==> src/rtl/dispatch_router_if.sv <==
// Signal bundle between rename, the dispatch router, FU writeback broadcasts and the issue queues.
interface dispatch_router_if #(
    parameter int unsigned INST_ID_BITS = 6,
    parameter int unsigned PRN_BITS     = 6,
    parameter int unsigned MAX_OPERANDS = 3,
    parameter int unsigned FU_COUNT     = 4
);
    localparam int unsigned FU_SEL_W = (FU_COUNT > 1) ? $clog2(FU_COUNT) : 1;
    localparam int unsigned OPS_W    = MAX_OPERANDS * PRN_BITS;
    localparam int unsigned N_SET    = FU_COUNT * MAX_OPERANDS;

    logic                    in_valid;
    logic                    in_ready;
    logic [INST_ID_BITS-1:0] in_inst_id;
    logic [31:0]             in_raw_instr;
    logic [63:0]             in_pc;
    logic [FU_SEL_W-1:0]     in_fu_sel;
    logic [MAX_OPERANDS-1:0] in_prn_input_valid;
    logic [OPS_W-1:0]        in_prn_input;
    logic [MAX_OPERANDS-1:0] in_prn_output_valid;
    logic [OPS_W-1:0]        in_prn_output;

    logic [N_SET-1:0]          set_prn_ready;
    logic [N_SET*PRN_BITS-1:0] set_prn;

    logic [FU_COUNT-1:0]     inst_valid;
    logic [FU_COUNT-1:0]     queue_ready;
    logic [INST_ID_BITS-1:0] inst_id;
    logic [31:0]             raw_instr;
    logic [63:0]             instr_pc;
    logic [MAX_OPERANDS-1:0] prn_input_valid;
    logic [OPS_W-1:0]        prn_input;
    logic [MAX_OPERANDS-1:0] prn_output_valid;
    logic [OPS_W-1:0]        prn_output;
    logic [MAX_OPERANDS-1:0] prn_input_ready;

    // Router side
    modport slave (
        input  in_valid, in_inst_id, in_raw_instr, in_pc, in_fu_sel,
               in_prn_input_valid, in_prn_input, in_prn_output_valid, in_prn_output,
               set_prn_ready, set_prn, queue_ready,
        output in_ready, inst_valid, inst_id, raw_instr, instr_pc,
               prn_input_valid, prn_input, prn_output_valid, prn_output, prn_input_ready
    );

    // Environment side (rename, writeback, issue queues)
    modport master (
        output in_valid, in_inst_id, in_raw_instr, in_pc, in_fu_sel,
               in_prn_input_valid, in_prn_input, in_prn_output_valid, in_prn_output,
               set_prn_ready, set_prn, queue_ready,
        input  in_ready, inst_valid, inst_id, raw_instr, instr_pc,
               prn_input_valid, prn_input, prn_output_valid, prn_output, prn_input_ready
    );
endinterface

==> src/rtl/dispatch_router.sv <==
// In-order dispatch FIFO steering head instructions to per-FU issue queues,
// with a PRN readiness scoreboard feeding prn_input_ready.
module dispatch_router #(
    parameter int unsigned INST_ID_BITS = 6,
    parameter int unsigned PRN_BITS     = 6,
    parameter int unsigned MAX_OPERANDS = 3,
    parameter int unsigned FU_COUNT     = 4,
    parameter int unsigned DEPTH        = 8
) (
    input  logic             clk,
    input  logic             rst,
    input  logic             flush,
    dispatch_router_if.slave bus
);
    localparam int unsigned FU_SEL_W = (FU_COUNT > 1) ? $clog2(FU_COUNT) : 1;
    localparam int unsigned OPS_W    = MAX_OPERANDS * PRN_BITS;
    localparam int unsigned N_SET    = FU_COUNT * MAX_OPERANDS;
    localparam int unsigned PTR_W    = $clog2(DEPTH);
    localparam int unsigned CNT_W    = PTR_W + 1;
    localparam int unsigned SB_SIZE  = 2 ** PRN_BITS;

    typedef struct packed {
        logic [INST_ID_BITS-1:0] inst_id;
        logic [31:0]             raw_instr;
        logic [63:0]             pc;
        logic [FU_SEL_W-1:0]     fu_sel;
        logic [MAX_OPERANDS-1:0] src_valid;
        logic [OPS_W-1:0]        src;
        logic [MAX_OPERANDS-1:0] dst_valid;
        logic [OPS_W-1:0]        dst;
    } entry_t;

    entry_t             r_mem [DEPTH];
    logic [PTR_W-1:0]   r_wr_ptr;
    logic [PTR_W-1:0]   r_rd_ptr;
    logic [CNT_W-1:0]   r_count;
    logic [SB_SIZE-1:0] r_sb;

    entry_t                  w_in;
    entry_t                  w_head;
    logic                    w_in_ready;
    logic                    w_nonempty;
    logic                    w_fu_ok;
    logic                    w_head_rdy;
    logic                    w_push;
    logic                    w_pop;
    logic [FU_COUNT-1:0]     w_inst_valid;
    logic [MAX_OPERANDS-1:0] w_src_rdy;
    logic [SB_SIZE-1:0]      w_sb_next;

    assign w_in = '{
        inst_id:   bus.in_inst_id,
        raw_instr: bus.in_raw_instr,
        pc:        bus.in_pc,
        fu_sel:    bus.in_fu_sel,
        src_valid: bus.in_prn_input_valid,
        src:       bus.in_prn_input,
        dst_valid: bus.in_prn_output_valid,
        dst:       bus.in_prn_output
    };

    assign w_head     = r_mem[r_rd_ptr];
    assign w_nonempty = (r_count != '0);
    assign w_in_ready = (r_count < CNT_W'(DEPTH));
    assign w_fu_ok    = (32'(w_head.fu_sel) < FU_COUNT);
    // Heads with no matching FU drain without a handshake
    assign w_head_rdy = !w_fu_ok || bus.queue_ready[w_head.fu_sel];
    assign w_pop      = w_nonempty && w_head_rdy && !flush;
    assign w_push     = bus.in_valid && w_in_ready && !flush;

    always_comb begin
        w_inst_valid = '0;
        for (int unsigned k = 0; k < FU_COUNT; k++) begin
            w_inst_valid[k] = w_nonempty && (32'(w_head.fu_sel) == k);
        end
    end

    // Same-cycle broadcasts count as ready so a wakeup is not missed at dispatch
    always_comb begin
        w_src_rdy = '0;
        for (int unsigned j = 0; j < MAX_OPERANDS; j++) begin
            w_src_rdy[j] = !w_head.src_valid[j] || r_sb[w_head.src[j*PRN_BITS +: PRN_BITS]];
            for (int unsigned i = 0; i < N_SET; i++) begin
                if (bus.set_prn_ready[i] &&
                    (bus.set_prn[i*PRN_BITS +: PRN_BITS] == w_head.src[j*PRN_BITS +: PRN_BITS])) begin
                    w_src_rdy[j] = 1'b1;
                end
            end
        end
    end

    // Sets first, then allocation clears so a clear beats a same-cycle set
    always_comb begin
        w_sb_next = r_sb;
        for (int unsigned i = 0; i < N_SET; i++) begin
            if (bus.set_prn_ready[i]) begin
                w_sb_next[bus.set_prn[i*PRN_BITS +: PRN_BITS]] = 1'b1;
            end
        end
        if (w_push) begin
            for (int unsigned j = 0; j < MAX_OPERANDS; j++) begin
                if (bus.in_prn_output_valid[j]) begin
                    w_sb_next[bus.in_prn_output[j*PRN_BITS +: PRN_BITS]] = 1'b0;
                end
            end
        end
        if (flush) begin
            w_sb_next = '1;
        end
    end

    always_ff @(posedge clk or posedge rst) begin
        if (rst) begin
            r_wr_ptr <= '0;
            r_rd_ptr <= '0;
            r_count  <= '0;
            r_sb     <= '1;
        end else begin
            r_sb <= w_sb_next;
            if (flush) begin
                r_wr_ptr <= '0;
                r_rd_ptr <= '0;
                r_count  <= '0;
            end else begin
                if (w_push) r_wr_ptr <= r_wr_ptr + PTR_W'(1);
                if (w_pop)  r_rd_ptr <= r_rd_ptr + PTR_W'(1);
                r_count <= r_count + CNT_W'(w_push) - CNT_W'(w_pop);
            end
        end
    end

    // Payload storage needs no reset; validity is tracked by r_count
    always_ff @(posedge clk) begin
        if (w_push) r_mem[r_wr_ptr] <= w_in;
    end

    assign bus.in_ready         = w_in_ready;
    assign bus.inst_valid       = w_inst_valid;
    assign bus.inst_id          = w_head.inst_id;
    assign bus.raw_instr        = w_head.raw_instr;
    assign bus.instr_pc         = w_head.pc;
    assign bus.prn_input_valid  = w_head.src_valid;
    assign bus.prn_input        = w_head.src;
    assign bus.prn_output_valid = w_head.dst_valid;
    assign bus.prn_output       = w_head.dst;
    assign bus.prn_input_ready  = w_src_rdy;

endmodule
==> src/flat_wrapper.sv <==
// flat-port wrapper written by rule: the top's interface ports become plain ports
module dispatch_router_flat 
#(
    parameter int unsigned INST_ID_BITS = 6,
    parameter int unsigned PRN_BITS     = 6,
    parameter int unsigned MAX_OPERANDS = 3,
    parameter int unsigned FU_COUNT     = 4,
    parameter int unsigned DEPTH        = 8
)
  (clk, rst, flush, bus_in_valid, bus_in_inst_id, bus_in_raw_instr, bus_in_pc, bus_in_fu_sel, bus_in_prn_input_valid, bus_in_prn_input, bus_in_prn_output_valid, bus_in_prn_output, bus_set_prn_ready, bus_set_prn, bus_queue_ready, bus_in_ready, bus_inst_valid, bus_inst_id, bus_raw_instr, bus_instr_pc, bus_prn_input_valid, bus_prn_input, bus_prn_output_valid, bus_prn_output, bus_prn_input_ready);
  dispatch_router_if #(.INST_ID_BITS(INST_ID_BITS), .PRN_BITS(PRN_BITS), .MAX_OPERANDS(MAX_OPERANDS), .FU_COUNT(FU_COUNT)) bus_i ();
  input  logic clk;
  input  logic rst;
  input  logic flush;
  input wire logic [$bits(bus_i.in_valid)-1:0] bus_in_valid;
  input wire logic [$bits(bus_i.in_inst_id)-1:0] bus_in_inst_id;
  input wire logic [$bits(bus_i.in_raw_instr)-1:0] bus_in_raw_instr;
  input wire logic [$bits(bus_i.in_pc)-1:0] bus_in_pc;
  input wire logic [$bits(bus_i.in_fu_sel)-1:0] bus_in_fu_sel;
  input wire logic [$bits(bus_i.in_prn_input_valid)-1:0] bus_in_prn_input_valid;
  input wire logic [$bits(bus_i.in_prn_input)-1:0] bus_in_prn_input;
  input wire logic [$bits(bus_i.in_prn_output_valid)-1:0] bus_in_prn_output_valid;
  input wire logic [$bits(bus_i.in_prn_output)-1:0] bus_in_prn_output;
  input wire logic [$bits(bus_i.set_prn_ready)-1:0] bus_set_prn_ready;
  input wire logic [$bits(bus_i.set_prn)-1:0] bus_set_prn;
  input wire logic [$bits(bus_i.queue_ready)-1:0] bus_queue_ready;
  output wire logic [$bits(bus_i.in_ready)-1:0] bus_in_ready;
  output wire logic [$bits(bus_i.inst_valid)-1:0] bus_inst_valid;
  output wire logic [$bits(bus_i.inst_id)-1:0] bus_inst_id;
  output wire logic [$bits(bus_i.raw_instr)-1:0] bus_raw_instr;
  output wire logic [$bits(bus_i.instr_pc)-1:0] bus_instr_pc;
  output wire logic [$bits(bus_i.prn_input_valid)-1:0] bus_prn_input_valid;
  output wire logic [$bits(bus_i.prn_input)-1:0] bus_prn_input;
  output wire logic [$bits(bus_i.prn_output_valid)-1:0] bus_prn_output_valid;
  output wire logic [$bits(bus_i.prn_output)-1:0] bus_prn_output;
  output wire logic [$bits(bus_i.prn_input_ready)-1:0] bus_prn_input_ready;
  assign bus_i.in_valid = bus_in_valid;
  assign bus_i.in_inst_id = bus_in_inst_id;
  assign bus_i.in_raw_instr = bus_in_raw_instr;
  assign bus_i.in_pc = bus_in_pc;
  assign bus_i.in_fu_sel = bus_in_fu_sel;
  assign bus_i.in_prn_input_valid = bus_in_prn_input_valid;
  assign bus_i.in_prn_input = bus_in_prn_input;
  assign bus_i.in_prn_output_valid = bus_in_prn_output_valid;
  assign bus_i.in_prn_output = bus_in_prn_output;
  assign bus_i.set_prn_ready = bus_set_prn_ready;
  assign bus_i.set_prn = bus_set_prn;
  assign bus_i.queue_ready = bus_queue_ready;
  assign bus_in_ready = bus_i.in_ready;
  assign bus_inst_valid = bus_i.inst_valid;
  assign bus_inst_id = bus_i.inst_id;
  assign bus_raw_instr = bus_i.raw_instr;
  assign bus_instr_pc = bus_i.instr_pc;
  assign bus_prn_input_valid = bus_i.prn_input_valid;
  assign bus_prn_input = bus_i.prn_input;
  assign bus_prn_output_valid = bus_i.prn_output_valid;
  assign bus_prn_output = bus_i.prn_output;
  assign bus_prn_input_ready = bus_i.prn_input_ready;
  dispatch_router #(.INST_ID_BITS(INST_ID_BITS), .PRN_BITS(PRN_BITS), .MAX_OPERANDS(MAX_OPERANDS), .FU_COUNT(FU_COUNT), .DEPTH(DEPTH)) u_core (.clk(clk), .rst(rst), .flush(flush), .bus(bus_i));
endmodule
==> config.mk <==
export PLATFORM = sky130hd
export DESIGN_NAME = dispatch_router_flat
export DESIGN_NICKNAME = d
export VERILOG_FILES = /design/src/rtl/dispatch_router_if.sv /design/src/rtl/dispatch_router.sv /design/src/flat_wrapper.sv
export SDC_FILE = /design/constraint.sdc
export NUM_CORES = 2
export LEC_CHECK = 0
export ABC_AREA = 1
export CAP_MARGIN = 20
export CORE_MARGIN = 10
export CORE_UTILIZATION = 25
export CTS_CLUSTER_DIAMETER = 60
export DETAILED_ROUTE_END_ITERATION = 10
export PLACE_DENSITY = 0.46
export SYNTH_ARGS = -nofsm -noshare
export SYNTH_HDL_FRONTEND = slang
export SYNTH_SLANG_ARGS = --single-unit
==> constraint.sdc <==
create_clock -name clk -period 31.8 [get_ports clk]
set_input_delay 6.36 -clock clk [delete_from_list [all_inputs] [get_ports clk]]
set_output_delay 6.36 -clock clk [all_outputs]
set_load 0.01 [all_outputs]
== Word-level counts from Yosys, hierarchy flattened ==
Memory sizes are Yosys's and may differ from the RTL's.
Cells that the tools add are included.
Operators by class
  add/subtract/negate cells: 4
  multipliers: 0
  div/mod/pow operators: 0
  order comparisons: 35
  eq/ne operators: 39
  shifts and indexed selects: 0
  mux-type cells: 100
  bitwise logic cells: 18
  reductions and logical operators: 70
Operators by type and width (count)
  two-way mux 64 bit: 19
  OR 64 bit: 12
  equality test 6 bit: 36
  AND 64 bit: 3
  NOT 64 bit: 3
  < comparator 6 x 7 -> 1 bit, second input constant: 18
  demux 1 bit (select 6 bit): 15
  greater-or-equal comparator 6 x 1 -> 1 bit, second input constant: 15
  logical AND 1 bit: 59
  two-way mux 1 bit: 57
  binary-select mux 1 bit (select 6 bit): 3
  two-way mux 3 bit: 4
  adder 3 x 1 -> 3 bit, second input constant: 2
  adder 4 x 1 -> 4 bit: 1
  equality test 2 bit, second input constant: 2
  logical NOT 1 bit: 4
  < comparator 4 bit, second input constant: 1
  two-way mux 4 bit: 1
  nonzero test 2 bit: 2
  nonzero test 4 bit: 1
  subtractor 4 x 1 -> 4 bit: 1
  logical OR 1 bit: 3
  < comparator 2 x 3 -> 1 bit, second input constant: 1
  binary-select mux 1 bit (select 2 bit): 1
  other kinds (2): 2
Word-level totals
  register bits: 74
  bits in latches: 0
  bits in writable memories: 1168
  bits in read-only memories: 0
  input bits: 238
  output and inout bits: 152
  logic and storage cells: 271
  memories kept: 1
Memories
  u_core.r_mem: words 8, width 146, rd ports 1, clocked after Yosys merged registers in 0, write ports 1, line dispatch_router.sv:33  | entry_t r_mem [DEPTH];

== Depth between registers and ports, before layout ==
  word-level depth: 38
  gate-level depth with buffers: 20

== Worst setup path before layout ==
Ideal clock, no wire load.
  kind: input to register
  start point: input bus_in_valid
  end point: memory u_core.r_mem[6][0] (netlist name) (enable)
  data arrival time: 16.846 ns
  data required time: 30.968 ns
  slack: 14.122 ns
  cell stages on the path: 5
  path buffers: 1
  cells stage by stage: nand2_1 > nor2_1 > clkbuf_1 > nand2_1 > nor3_1
Between the ends
  word-level cells in the longest chain between the ends: 4
Ends and longest elaborated chain
  start, declared: line flat_wrapper.sv:15  | input wire logic [$bits(bus_i.in_valid)-1:0] bus_in_valid;
  logical AND 1 bit (2 in series): line dispatch_router.sv:69  | assign w_push = bus.in_valid && w_in_ready && !flush;
  two-way mux 1 bit: line dispatch_router.sv:134  | if (w_push) r_mem[r_wr_ptr] <= w_in;
  two-way mux 1 bit (implied by the code): line dispatch_router.sv:134
  end, declared: line dispatch_router.sv:33
No other way between the ends.

== Worst setup path in the final report ==
  start point: input bus_set_prn[57]
  end point: output bus_prn_input_ready[1]
Between the ends
  word-level cells in the longest chain between the ends: 5
Ends and longest elaborated chain
  start, declared: line flat_wrapper.sv:25  | input wire logic [$bits(bus_i.set_prn)-1:0] bus_set_prn;
  equality test 6 bit: line dispatch_router.sv:85  | (bus.set_prn[i*PRN_BITS +: PRN_BITS] == w_head.src[j*PRN_BITS +: PRN_BITS])) begin
  logical AND 1 bit: line dispatch_router.sv:84  | if (bus.set_prn_ready[i] &&
  two-way mux 1 bit (3 in series): line dispatch_router.sv:84
  end, declared: line flat_wrapper.sv:36  | output wire logic [$bits(bus_i.prn_input_ready)-1:0] bus_prn_input_ready;
No other way between the ends.

==> run summary <==
Post-synth cell types: 55
Peak Freq: 64.19 MHz
Slowest stage cell, crit path: clkdlybuf4s50_1
VDD IR-drop max: 0.04389 mV
Most common cell on crit path: nor2_1
Starting Density: 25.16%
# IOs: 390
Drt pass-1 iters: 7
Initial antenna violation count: 39
First-pass GRT wire length: 391.2 mm
Startpoint type of the worst setup path: primary input
Cell taking the most area after synthesis: edfxtp_1
Psw: 1.821 mW
Synthesized area: 61,320 um2
Crit path cell chain: clkdlybuf4s50_1, inv_1, nand3_1, o21ai_1, nor2_1, nand2_1, nor2_1, nor2_1, nand3_1, nor2_1, nand3_1, clkdlybuf4s50_1
Synth top area cells: edfxtp_1 57%, nor2_1 7.5%, nand2_1 5.5%, o21ai_0 4.6%, nand3_1 4.4%
WL per Instance: 28.14 um
Comb pwr share: 30.7%
Cells after synthesis: 6,381
Ys async rst share: 5.958%
Antenna viol nets, final: 0
Vias: 52,720
Die Y: 515.2 um
Critical Path RT: 25.44 ns
Vias in the first global route: 49,730
Drt drc: 0
Clock power share: 32.7%
Post-synth EDFFs: 1,168
Dpl hpwl: 183.8 mm
Clk_lat worst skew: 0.82 ns
Post-synthesis register bit count: 1,242
Initial DRC count: 6,060
Worst Skew: 0.04252 ns
Worst path bufs/invs: 3
Number of synthesis warnings: 0
CTS resizes: 0
Setup Viol. Count Final: 0
Max_slew headroom: 5.904%
Syn nets: 6,627
Setup TNS: 0 ns
Power share of the sequential group: 36.6%
Hold WS: 0.5970 ns
Congestion Overflow GR: 0
All-Layer GR Usage: 20.19%
Clock slew at reported path FFs: 0.05 ns
Worst Tran Pin Value: 1.399 ns
Status: complete, no violations
Leakage: 25.50 nW
Placeable Area: 243,700 um2
Synth Flop Type: edfxtp_1
Fillcell total: 25,330
Finished Layout Cells: 10,010
Min-delay worst type: reg -> reg
PortBufs: 389
Cell Pwr Density: 69.08 nW/um2
Syn Area/Cell: 9.609 um2
Die area: 265,500 um2
Crit path max-delay family: buffers and inverters
Die W: 515.2 um
Tcrit/Tclk final: 48.99%
Crit-path max cell delay: 0.67 ns
CTS Hold Buffers Added: 0
CTS Buffer Depth: 3
Routability congestion estimate: 1.050
Nets: 6,907
Max-cap viol count: 0
Internal power: 3.244 mW
Largest net degree at the start of global routing: 207
Share of layout cells above drive strength 1: 7.006%
TritonCTS clock tree: yes
Root buffer cell: clkbuf_16
Slew Viols, Final: 0
RSZ-0062 raised after global routing: no
Post-synth top area share: 57.20%
Final wirelength: 281.6 mm
Worst EP arrival: 9.22 ns
Sequential share of the synthesized area: 60.35%
Crit Path Max Fanout: 9
Cells after DPL: 9,700
Vias per inst: 5.268
Critical path class: in -> out
Hold Vio Cnt, Final: 0
Site Rows: 181
TritonCTS Buffers: 151
H-tree depth: 4
Layout Area Growth over Synthesis: 19.55%
CTS Sinks: 1,242
Switch share: 35.95%
Crit path capture type: primary output
Period minus WS final: 15.58 ns
Post-CTS setup buffer count: 0
## cell type report
class                   instances  area [um2]  share of cell area [%]
clock buffers                 183        3941                   5.376
well taps                    3202        4006                   5.465
repair buffers                501        4795                   6.540
flip-flops and latches       1242       37010                   50.49
diodes                         26       65.06                 0.08875
clock inverters                89       852.1                   1.162
inverters                     452        1720                   2.347
multi-input cells            4313       20910                   28.53
## worst reg2reg max path, stage by stage (launching register included)
cell     delay [ns]
dfrtp_4        0.74
inv_8          0.61
buf_4          0.79
o21ai_1        0.26
o22ai_1        0.15
inv_1          0.07
o21ai_2        0.31
inv_1          0.14
nand3_1        0.09
nand4_1        0.38
nand2_2        0.25
nor2_2         0.07
ha_1           0.28
inv_1          0.04
ha_1           0.20
fa_1           0.41
xnor2_1        0.17
nor2_1         0.06
## synth_stat cells, types with 13 or more instances
master    count
nand4_1      58
nor2_1     1232
a21oi_1      19
nand3_1     545
buf_2       101
a32oi_1      48
edfxtp_1   1168
xor2_1       19
nand2_1     897
buf_4        21
o221ai_1     34
nand3_2      29
o21ai_0     560
nor4_1      109
buf_1        24
o22ai_1     379
a31oi_1     137
inv_1       435
a22oi_1      13
o21ai_1      22
o22a_1       33
inv_2        13
buf_6        24
clkbuf_1    204
nor3_1       87
dfstp_2      64
o211ai_1     22
## final timing paths
| path | cells after the start | slack, ns | to | start |
|---|---|---|---|---|
| worst max register to register | 17 | 26.64 | u_core.r_count[2] | u_core.r_rd_ptr[1] |
| worst max-delay path | 12 | 16.22 | bus_prn_input_ready[1] | bus_set_prn[57] |
| worst min register to register | 2 | 0.60 | u_core.r_wr_ptr[0] | u_core.r_wr_ptr[0] |
| max in group asynchronous | 3 | 24.56 | u_core.r_rd_ptr[0] | rst |
| min in group asynchronous | 2 | 6.16 | u_core.r_sb[18] | rst |
| worst min-delay path | 2 | 0.60 | u_core.r_wr_ptr[0] | u_core.r_wr_ptr[0] |
## metrics by stage
stage / total power [mW] / utilization (%) / setup slack [ns] / cell area, um2
2_1_floorplan: 2.728 / - / 14.12 / 61320
3_3_place_gp: 3.433 / 28.05 / 16.39 / 68350
3_5_place_dp: 3.429 / 28.07 / 16.36 / 68400
4_1_cts: 5.107 / 30.04 / 16.35 / 73190
5_1_grt: 5.288 / 30.07 / 16.07 / 73280
6_report: 5.064 / 30.08 / 16.22 / 73310
## sequential cells by signal, indices dropped and copies added (netlist names)
signal	count
u_core.r_mem	1168
u_core.r_sb	64
u_core.r_count	4
u_core.r_rd_ptr	3
u_core.r_wr_ptr	3
## layout by cell type, fill, tap and decap left out, types with 58 or more instances in the layout
cell,instances
nor2_1,1225
nand3_1,545
clkbuf_16,153
dfstp_2,64
inv_1,434
nor3_1,82
o22ai_1,379
nand2_1,895
clkdlybuf4s50_1,388
o21ai_0,560
nor4_1,108
edfxtp_1,1168
a31oi_1,137
buf_4,95
nand4_1,58
## routing by layer
metal	track usage, %	vias to the layer above	share of wire (%)
met3	5.427	789	8.5
met2	31.27	2690	45
met1	25.36	25790	40
li1	-	23430	-
met4	11.43	24	6.1
met5	0.2703	-	0.087
## logic make-up (layout without fill, tap and decap cells)
| family | Yosys count | count (layout) | synth area share, % |
|---|---|---|---|
| other cells | 0 | 26 | 0 |
| compound gates | 1302 | 1302 | 12.75 |
| simple gates | 2983 | 2983 | 20.76 |
| fa+ha+maj | 8 | 8 | 0.1755 |
| buf+inv | 826 | 1225 | 5.685 |
| xor+xnor | 20 | 20 | 0.2857 |
| flops | 1242 | 1242 | 60.35 |
## power by group through the flow
stage	Sequential (mW)	Clock, mW	Combinational, mW
finish	1.85	1.66	1.55
global route	1.86	1.77	1.66
CTS	1.85	1.71	1.55
detailed placement	1.89	0	1.54
global placement	1.89	0	1.55
floorplan	1.89	0	0.842
Note: power is estimated with default switching activity, not from simulation.
